## src/rtl/cb_seg_stream.sv

```systemverilog
// ---------------------------------------------------------------------------
// cb_seg_stream
//
// Flow-controlled code-block segmentation. One descriptor per transport
// block selects C code blocks (C- of size K-, the rest K+). Block 0 starts
// with F zero filler bytes. When C>1 every block ends with a CRC24B
// (g = 0x800063, init 0, MSB first) computed over its filler and payload.
//
// Ports
//   clk, reset        rising-edge clock, asynchronous active-low reset
//   desc_*            segmentation descriptor, valid/ready handshake
//   in_data/valid/ready   transport-block byte stream
//   out_data/valid/ready  code-block byte stream (single register stage)
//   out_start/last    first/last byte of a code block
//   out_fill/crc      byte is filler / CRC24B
//   out_size_sel      1 = current block is K+, 0 = K-
//   cb_count          completed code blocks, only with CB_SEG_STATS_EN
//
// Build option: define CB_SEG_STATS_EN to add the cb_count output.
// ---------------------------------------------------------------------------
module cb_seg_stream #(
    parameter int KB_W = 11,
    parameter int C_W  = 6,
    parameter int F_W  = 4
) (
    input  logic            clk,
    input  logic            reset,
    input  logic            desc_valid,
    output logic            desc_ready,
    input  logic [C_W-1:0]  desc_c,
    input  logic [C_W-1:0]  desc_cminus,
    input  logic [KB_W-1:0] desc_kplus,
    input  logic [KB_W-1:0] desc_kminus,
    input  logic [F_W-1:0]  desc_f,
    input  logic [7:0]      in_data,
    input  logic            in_valid,
    output logic            in_ready,
    output logic [7:0]      out_data,
    output logic            out_valid,
    input  logic            out_ready,
    output logic            out_start,
    output logic            out_last,
    output logic            out_fill,
    output logic            out_crc,
    output logic            out_size_sel
`ifdef CB_SEG_STATS_EN
    ,
    output logic [15:0]     cb_count
`endif
);

    typedef enum logic [1:0] {
        S_IDLE,
        S_FILL,
        S_DATA,
        S_CRC
    } state_e;

    localparam logic [23:0] CRC24B_POLY = 24'h800063;

    // One byte of CRC24B, MSB of the byte first.
    function automatic logic [23:0] crc24b_byte(input logic [23:0] crc,
                                                input logic [7:0]  d);
        logic [23:0] c;
        c = crc;
        for (int i = 7; i >= 0; i--) begin
            if (c[23] ^ d[i]) c = {c[22:0], 1'b0} ^ CRC24B_POLY;
            else              c = {c[22:0], 1'b0};
        end
        return c;
    endfunction

    state_e          state_q;
    logic [C_W-1:0]  c_q;
    logic [C_W-1:0]  cminus_q;
    logic [KB_W-1:0] kplus_q;
    logic [KB_W-1:0] kminus_q;
    logic [F_W-1:0]  f_q;
    logic [C_W-1:0]  r_q;      // current block index
    logic [KB_W-1:0] cnt_q;    // byte index inside the current phase
    logic [23:0]     crc_q;
    logic            first_q;  // next emitted byte opens a block

    logic [7:0]      out_data_q;
    logic            out_valid_q;
    logic            out_start_q;
    logic            out_last_q;
    logic            out_fill_q;
    logic            out_crc_q;
    logic            out_size_sel_q;

    // Derived per-block quantities, all from registered descriptor state.
    logic            slot_free;
    logic            in_fire;
    logic            size_sel_d;
    logic            multi_cb;
    logic [KB_W-1:0] k_cur;
    logic [KB_W-1:0] fill_sub;
    logic [KB_W-1:0] crc_sub;
    logic [KB_W-1:0] p_cur;
    logic            fill_done;
    logic            data_done;
    logic            crc_done;
    logic            last_blk;
    logic [23:0]     crc_fill_d;
    logic [23:0]     crc_data_d;
    logic [7:0]      crc_byte_d;

    assign slot_free  = !out_valid_q || out_ready;
    assign in_ready   = (state_q == S_DATA) && slot_free;
    assign in_fire    = in_valid && in_ready;
    assign desc_ready = (state_q == S_IDLE);

    assign size_sel_d = (r_q >= cminus_q);
    assign multi_cb   = (c_q > C_W'(1));
    assign k_cur      = size_sel_d ? kplus_q : kminus_q;
    assign fill_sub   = (r_q == '0) ? KB_W'(f_q) : '0;
    assign crc_sub    = multi_cb ? KB_W'(3) : '0;
    assign p_cur      = k_cur - fill_sub - crc_sub;

    assign fill_done  = (cnt_q == KB_W'(f_q) - KB_W'(1));
    assign data_done  = (cnt_q == p_cur - KB_W'(1));
    assign crc_done   = (cnt_q == KB_W'(2));
    assign last_blk   = (r_q == c_q - C_W'(1));

    assign crc_fill_d = crc24b_byte(crc_q, 8'h00);
    assign crc_data_d = crc24b_byte(crc_q, in_data);

    // NOTE: every always_comb output gets a default before the case, so no
    // path leaves it unassigned and no latch is inferred.
    always_comb begin
        crc_byte_d = crc_q[7:0];
        case (cnt_q[1:0])
            2'd0:    crc_byte_d = crc_q[23:16];
            2'd1:    crc_byte_d = crc_q[15:8];
            default: crc_byte_d = crc_q[7:0];
        endcase
    end

    // Control FSM and output register. A byte is produced only when the
    // output slot is free, so the register holds steady under back-pressure.
    // NOTE: state is updated with non-blocking assignments only; later
    // assignments in the same cycle deliberately override earlier ones
    // (e.g. CRC clear at end of block wins over the CRC update).
    always_ff @(posedge clk or negedge reset) begin
        if (!reset) begin
            state_q        <= S_IDLE;
            c_q            <= '0;
            cminus_q       <= '0;
            kplus_q        <= '0;
            kminus_q       <= '0;
            f_q            <= '0;
            r_q            <= '0;
            cnt_q          <= '0;
            crc_q          <= '0;
            first_q        <= 1'b0;
            out_data_q     <= '0;
            out_valid_q    <= 1'b0;
            out_start_q    <= 1'b0;
            out_last_q     <= 1'b0;
            out_fill_q     <= 1'b0;
            out_crc_q      <= 1'b0;
            out_size_sel_q <= 1'b0;
        end else begin
            // Slot drained with nothing new to load: present an empty beat.
            if (slot_free) begin
                out_valid_q    <= 1'b0;
                out_data_q     <= '0;
                out_start_q    <= 1'b0;
                out_last_q     <= 1'b0;
                out_fill_q     <= 1'b0;
                out_crc_q      <= 1'b0;
                out_size_sel_q <= 1'b0;
            end

            unique case (state_q)
                S_IDLE: begin
                    if (desc_valid) begin
                        c_q      <= desc_c;
                        cminus_q <= desc_cminus;
                        kplus_q  <= desc_kplus;
                        kminus_q <= desc_kminus;
                        f_q      <= desc_f;
                        r_q      <= '0;
                        cnt_q    <= '0;
                        crc_q    <= '0;
                        first_q  <= 1'b1;
                        state_q  <= (desc_f != '0) ? S_FILL : S_DATA;
                    end
                end

                S_FILL: begin
                    if (slot_free) begin
                        out_valid_q    <= 1'b1;
                        out_data_q     <= 8'h00;
                        out_start_q    <= first_q;
                        out_fill_q     <= 1'b1;
                        out_size_sel_q <= size_sel_d;
                        crc_q          <= crc_fill_d;
                        first_q        <= 1'b0;
                        if (fill_done) begin
                            cnt_q   <= '0;
                            state_q <= S_DATA;
                        end else begin
                            cnt_q <= cnt_q + KB_W'(1);
                        end
                    end
                end

                S_DATA: begin
                    if (in_fire) begin
                        out_valid_q    <= 1'b1;
                        out_data_q     <= in_data;
                        out_start_q    <= first_q;
                        out_last_q     <= data_done && !multi_cb;
                        out_size_sel_q <= size_sel_d;
                        crc_q          <= crc_data_d;
                        first_q        <= 1'b0;
                        if (data_done) begin
                            cnt_q <= '0;
                            if (multi_cb) begin
                                state_q <= S_CRC;
                            end else begin
                                // End of block (single-block TB is always last).
                                if (last_blk) begin
                                    state_q <= S_IDLE;
                                end else begin
                                    r_q     <= r_q + C_W'(1);
                                    state_q <= S_DATA;
                                end
                                crc_q   <= '0;
                                first_q <= 1'b1;
                            end
                        end else begin
                            cnt_q <= cnt_q + KB_W'(1);
                        end
                    end
                end

                S_CRC: begin
                    if (slot_free) begin
                        out_valid_q    <= 1'b1;
                        out_data_q     <= crc_byte_d;
                        out_last_q     <= crc_done;
                        out_crc_q      <= 1'b1;
                        out_size_sel_q <= size_sel_d;
                        if (crc_done) begin
                            cnt_q <= '0;
                            if (last_blk) begin
                                state_q <= S_IDLE;
                            end else begin
                                r_q     <= r_q + C_W'(1);
                                state_q <= S_DATA;
                            end
                            crc_q   <= '0;
                            first_q <= 1'b1;
                        end else begin
                            cnt_q <= cnt_q + KB_W'(1);
                        end
                    end
                end

                default: state_q <= S_IDLE;
            endcase
        end
    end

    assign out_data     = out_data_q;
    assign out_valid    = out_valid_q;
    assign out_start    = out_start_q;
    assign out_last     = out_last_q;
    assign out_fill     = out_fill_q;
    assign out_crc      = out_crc_q;
    assign out_size_sel = out_size_sel_q;

`ifdef CB_SEG_STATS_EN
    logic [15:0] cb_count_q;

    // Completed blocks: last byte handed over downstream. Wraps naturally.
    always_ff @(posedge clk or negedge reset) begin
        if (!reset) begin
            cb_count_q <= '0;
        end else if (out_valid_q && out_ready && out_last_q) begin
            cb_count_q <= cb_count_q + 16'd1;
        end
    end

    assign cb_count = cb_count_q;
`endif

endmodule
```

## config.mk

```make
export PLATFORM = sky130hd
export DESIGN_NAME = cb_seg_stream
export DESIGN_NICKNAME = d
export VERILOG_FILES = /design/src/rtl/cb_seg_stream.sv
export SDC_FILE = /design/constraint.sdc
export NUM_CORES = 1
export LEC_CHECK = 0
export CORE_AREA = 8 8 122 124
export DETAILED_ROUTE_END_ITERATION = 12
export DIE_AREA = 0 0 130 132
export PLACE_DENSITY = 0.79
export SLEW_MARGIN = 25
export SYNTH_ARGS = -nofsm -noshare
export SYNTH_HDL_FRONTEND = slang
export SYNTH_SLANG_ARGS = --single-unit
```

## constraint.sdc

```tcl
create_clock -name clk -period 5.8 [get_ports clk]
set_input_delay 1.16 -clock clk [delete_from_list [all_inputs] [get_ports clk]]
set_output_delay 1.16 -clock clk [all_outputs]
set_load 0.01 [all_outputs]
```

[Yosys cells after proc, flatten, opt, wreduce, memory -nomap -nowiden]
Index checks and enable logic that the tools add are counted.
Word-level totals
  bits in registers: 96
  latch bits: 0
  RAM bits: 0
  bits in read-only memories: 0
  output and inout port bits: 16
  word-level logic and storage cells: 172
  memories: 0
Operators by class
  add/subtract/negate cells: 7
  multiply operators: 0
  div/mod/pow operators: 0
  order comparisons: 2
  equal/unequal tests: 16
  shift-type cells: 0
  mux-type cells: 90
  bitwise operators: 23
  reductions and logical operators: 17
Operators with widths (number)
  $mux W24: 23
  $pmux W24 S4: 1
  $mux W11: 8
  $not A5 Y5: 15
  $pmux W11 S4: 1
  $mux W6: 7
  $mux W8: 4
  $mux W1: 25
  $pmux W8 S3: 1
  $eq A11 B11 Y1: 2
  $mux W2: 11
  $pmux W6 S3: 1
  $ne A2 B2 Y1 const B: 8
  $pmux W8 S2: 1
  $reduce_and A7 Y1: 2
  $add A11 B1 Y11 const B: 1
  $eq A11 B2 Y1 const B: 1
  $sub A11 B1 Y11 const B: 1
  $sub A11 B2 Y11: 1
  $sub A11 B4 Y11: 1
  $pmux W1 S2: 4
  $pmux W2 S4: 1
  $xor A1 B1 Y1: 8
  $add A6 B1 Y6 const B: 1
  20 further kinds: 26

[Depth between registers and ports, before layout]
  word-level depth: 20
  depth in mapped cells: 22
  gate-level depth less buffers: 20

[Worst setup path before layout]
No wires, ideal clock.
  path type: flip-flop to flip-flop
  start point: reg r_q[0]
  end point: reg cnt_q[5]
  arrival time: 4.439 ns
  required time: 5.699 ns
  path slack: 1.261 ns
  cell stages (with the launch flop): 21
  period minus slack after synthesis: 4.539 ns
  cell sequence: dfrtp_1 -> inv_1 -> ha_1 -> nand2b_1 -> a21oi_1 -> o21a_1 -> buf_2 -> nand2_1 -> nand2_1 -> fa_1 -> ha_1 -> a21oi_1 -> o22ai_2 -> o31a_1 -> o211a_1 -> nor4b_2 -> nor3_1 -> a41o_1 -> buf_4 -> a21o_1 -> o311ai_2
On the way
  cells in the longest elaborated chain, start to end: 9
  elaborated cells on any way between the ends: 11
  those cells by class: add/sub: 3; order compare: 1; eq/ne: 1; mux: 5; reduce/logical: 1
RTL lines
  start: declaration: line 79  | logic [C_W-1:0] r_q;
  start signal: assignment: line 228  | r_q <= r_q + C_W'(1);
  start signal: assignment: line 252  | r_q <= r_q + C_W'(1);
  $ge A6 B6 Y1 or $logic_not A6 Y1 (tied branches): line 114, 117
  $mux W11 or $mux W4 (tied branches): line 116, 117
  $sub A11 B4 Y11 *: line 119  | assign p_cur = k_cur - fill_sub - crc_sub;
  $sub A11 B2 Y11 *: line 119
  $sub A11 B1 Y11 *: line 122  | assign data_done = (cnt_q == p_cur - KB_W'(1));
  $eq A11 B11 Y1 *: line 122
  $mux W11 *: line 219  | if (data_done) begin
  $mux W11 *: line 211  | if (in_fire) begin
  $pmux W11 S4 *: line 176  | unique case (state_q)
  end signal: assignment: line 205  | cnt_q <= cnt_q + KB_W'(1);
  end signal: assignment: line 235  | cnt_q <= cnt_q + KB_W'(1);
  end signal: assignment: line 258  | cnt_q <= cnt_q + KB_W'(1);
  end: declaration: line 80  | logic [KB_W-1:0] cnt_q;
Mark *: on every way between the ends. The rest lies on a longest branch, timed or not. The select of a mux whose other input is x is not followed.
A chain may end at the register's enable or synchronous reset.

[Worst setup path after layout]
  start point: reg r_q[0]
  end point: reg crc_q[9]
On the way
  cells in the longest elaborated chain, start to end: 9
  elaborated cells on any way between the ends: 11
  those cells by class: add/sub: 3; order compare: 1; eq/ne: 1; mux: 5; reduce/logical: 1
RTL lines
  $ge A6 B6 Y1 or $logic_not A6 Y1 (tied branches): line 114, 117
  $mux W11 or $mux W4 (tied branches): line 116, 117
  $sub A11 B4 Y11 *: line 119
  $sub A11 B2 Y11 *: line 119
  $sub A11 B1 Y11 *: line 122
  $eq A11 B11 Y1 *: line 122
  $mux W24 *: line 219
  $mux W24 *: line 211
  $pmux W24 S4 *: line 176
  end signal: assignment: line 199  | crc_q <= crc_fill_d;
  end signal: assignment: line 217  | crc_q <= crc_data_d;
  end: declaration: line 81  | logic [23:0] crc_q;
Marked as above.

==> results.sh <==
export IMPL_run_status="finished clean"
export IMPL_ios=67
export IMPL_clkTransAtPathRegs_ns=0.07
export IMPL_end_kind="flip-flop"
export IMPL_wl_mm=17.3
export IMPL_post_route_min_period_ns=5.17
export IMPL_finalSetupViolCount=0
export IMPL_synth_edff_count=0
export IMPL_yosysTopAreaCellShare=0.378
export IMPL_track_usage=0.206
export IMPL_remaining_drc_errors=0
export IMPL_die_h_um=132
export IMPL_synth_common_cells="dfrtp_1 (96), nand2_1 (76), inv_1 (45)"
export IMPL_max_stage_delay_ns=0.42
export IMPL_crit_cells=21
export IMPL_ys_ff_latch=96
export IMPL_initial_core_util=0.490
export IMPL_ant_nets=0
export IMPL_maxSlewViolCount=0
export IMPL_port_buffers=66
export IMPL_syn_nets=768
export IMPL_grt_pass1_wl_mm=28.4
export IMPL_postCtsHoldBufs=0
export IMPL_p_per_area_nw_per_um2=596
export IMPL_first_pass_iters=5
export IMPL_n_antenna_cell=0
export IMPL_fmax_mhz=193
export IMPL_ctsResizeCount=0
export IMPL_crit_arrival_ns=5.39
export IMPL_yosysSeqAreaShare=0.378
export IMPL_layout_drive_gt1_share=0.108
export IMPL_slew_headroom=0.334
export IMPL_fillers=1153
export IMPL_synth_most_common_cell="dfrtp_1"
export IMPL_routedWlPerCell_um=18.8
export IMPL_finalClockSkew_ns=0.0125
export IMPL_cts_buffers=9
export IMPL_worst_path_max_delay_cell="dfrtp_1"
export IMPL_die_x_um=130
export IMPL_synth_warnings=0
export IMPL_route_vias_total=5494
export IMPL_gp_congestion=0.925
export IMPL_required_ns=6.02
export IMPL_antenna_found_initial=0
export IMPL_synth_cell_types=66
export IMPL_r2r_cells=21
export IMPL_syn2layout_area_growth_pct=18.4
export IMPL_clock_latency_ns=0.36
export IMPL_startpoint_type="flip-flop"
export IMPL_crit_type="reg -> reg"
export IMPL_gr_total_overflow=0
export IMPL_syn_cell_area_sq_um=6360
export IMPL_hold_class="reg -> reg"
export IMPL_synth_cells=688
export IMPL_worst_pin_slew_ns=0.999
export IMPL_via_per_inst=5.98
export IMPL_coreArea_sq_um=13000
export IMPL_grt_max_degree=56
export IMPL_timing_setup_tns_ns=0
export IMPL_final_area_sq_um=7530
export IMPL_rrSetupSlack_ns=0.63
export IMPL_rows=42
export IMPL_holdPathStages=2
export IMPL_die_area_sq_um=17200
export IMPL_clock_path_buffers=2
export IMPL_cts_tree="yes"
export IMPL_synthArstFlopShare=1.00
export IMPL_synth_ff_type="dfrtp_1"
export IMPL_hpwlAfterDp_mm=12.6
export IMPL_rsz0062_at_grt="false"
export IMPL_synth_area_top_cells="dfrtp_1 (38%), mux2_2 (6.9%), xnor2_1 (5.9%), ha_1 (5.3%), nand2_1 (4.5%)"
export IMPL_crit_family="simple AND/OR/NAND/NOR gates"
export IMPL_p_leak_uw=0.00322
export IMPL_fin_nets=817
export IMPL_placed_cell_area_sq_um=7160
export IMPL_irDropWorstVdd_uv=295
export IMPL_ctsHtreeMaxLevel=3
export IMPL_cts_setup_buffers=0
export IMPL_grt_pass1_vias=5529
export IMPL_yosysTopAreaCell="dfrtp_1"
export IMPL_drt_iter0_markers=531
export IMPL_cp_max_fo=13
export IMPL_cts_root_buf="clkbuf_16"
export IMPL_worstPathBufferInverterCount=4
export IMPL_drv_cap=0
export IMPL_avgSynthCellArea_sq_um=9.24
export IMPL_numClockSinks=96
export IMPL_hold_viol=0
export IMPL_fin_crit_sh=0.892
export IMPL_path_cells="inv_1 -> ha_1 -> nand2b_1 -> a21oi_1 -> o21a_1 -> mux2i_1 -> ha_1 -> inv_1 -> ha_1 -> inv_1 -> fa_1 -> nor2b_1 -> o21a_1 -> nor3_1 -> nor4b_1 -> o311ai_1 -> nor3_1 -> nand4_2 -> buf_4 -> a31oi_1 -> o221ai_1"
==> through the flow <==
stage	util	hold WS, ns	power [uW]	setup slack [ns]	cells
finish	0.580	0.501	4480	0.629	918
global route	0.580	0.523	4800	0.330	918
CTS	0.580	0.509	4470	0.695	918
detailed placement	0.552	0.479	3710	0.699	902
global placement	0.552	0.475	3620	0.965	902
floorplan	-	0.456	3030	1.26	688
==> routing by layer <==
layer / vias to the layer above / wire length (um) / track usage
met3: 30 / 1200 / 0.0477
met2: 209 / 8060 / 0.324
li1: 2561 / - / -
met4: 0 / 378 / 0.0633
met1: 2694 / 7630 / 0.274
met5: - / 0 / 0
==> path summary, 6_finish.rpt <==
path / from / to
worst max-delay path: r_q[0]$_DFFE_PN0P_ / crc_q[9]$_DFFE_PN0P_
worst min-delay path: flip-flop / flip-flop
min in group asynchronous: reset / async pin
worst max register to register: r_q[0]$_DFFE_PN0P_ / crc_q[9]$_DFFE_PN0P_
worst min register to register: flip-flop / flip-flop
max in group asynchronous: reset / cnt_q[2]$_DFFE_PN0P_
==> tightest hold or removal path: stages (launching register included) <==
cell	delay (ns)
dfrtp_1	0.35
nand2_1	0.05
o21ai_0	0.07
==> state kept, by name, summed over array words and instances, names as in the netlist, 2 cells and up, named ones only <==
register and flops:
cminus_q 6, out_data 8, cnt_q 11, r_q 6
kplus_q 11, c_q 6, kminus_q 11, crc_q 24
f_q 4, state_q 2
==> power breakdown <==
part / total, uW / internal [uW] / switching (uW)
logic: 2560 / 1100 / 1460
clock network: 737 / 466 / 271
registers: 1180 / 922 / 261
==> placed cells by master (no fill, tap or decap), drive strengths merged, types with 3 or more instances in the layout <==
| cell type | n |
|---|---|
| nand4b | 6 |
| nor2 | 32 |
| nand2 | 76 |
| nor4 | 6 |
| buf | 13 |
| o211ai | 6 |
| bufinv | 4 |
| xor2 | 10 |
| o21ai | 29 |
| nor4b | 3 |
| nand3 | 21 |
| inv | 46 |
| a21oi | 38 |
| mux2i | 14 |
| o31a | 5 |
| ha | 27 |
| a211oi | 5 |
| mux2 | 40 |
| a22oi | 5 |
| or3 | 11 |
| and2 | 3 |
| a221o | 12 |
| clkdlybuf4s50 | 65 |
| o31ai | 3 |
| a21o | 4 |
| nand4 | 14 |
| dfrtp | 96 |
| nor2b | 5 |
| o21a | 6 |
| nor3 | 15 |
| nand2b | 10 |
| o221ai | 5 |
| o22a | 17 |
| xnor2 | 43 |
| clkbuf | 9 |
| or2 | 7 |
| a31oi | 6 |
==> final cells by class <==
type                       count  area (sq um)  area share
inverter                      45           169      0.0224
multi-input combinational    507          3620       0.481
sequential                    96          2400       0.319
clock buffer                   9           225      0.0299
tap                          176           220      0.0293
clock inverter                 7           141      0.0188
timing repair buffer          78           748      0.0994
==> cell families after synthesis <==
| logic type | synth area share |
|---|---|
| buf+inv | 0.0525 |
| simple gates | 0.165 |
| flops | 0.378 |
| compound gates | 0.179 |
| fa+ha+maj | 0.0594 |
| xor+xnor | 0.0730 |
| mux | 0.0929 |
Note: power is estimated with default switching activity, not from simulation.
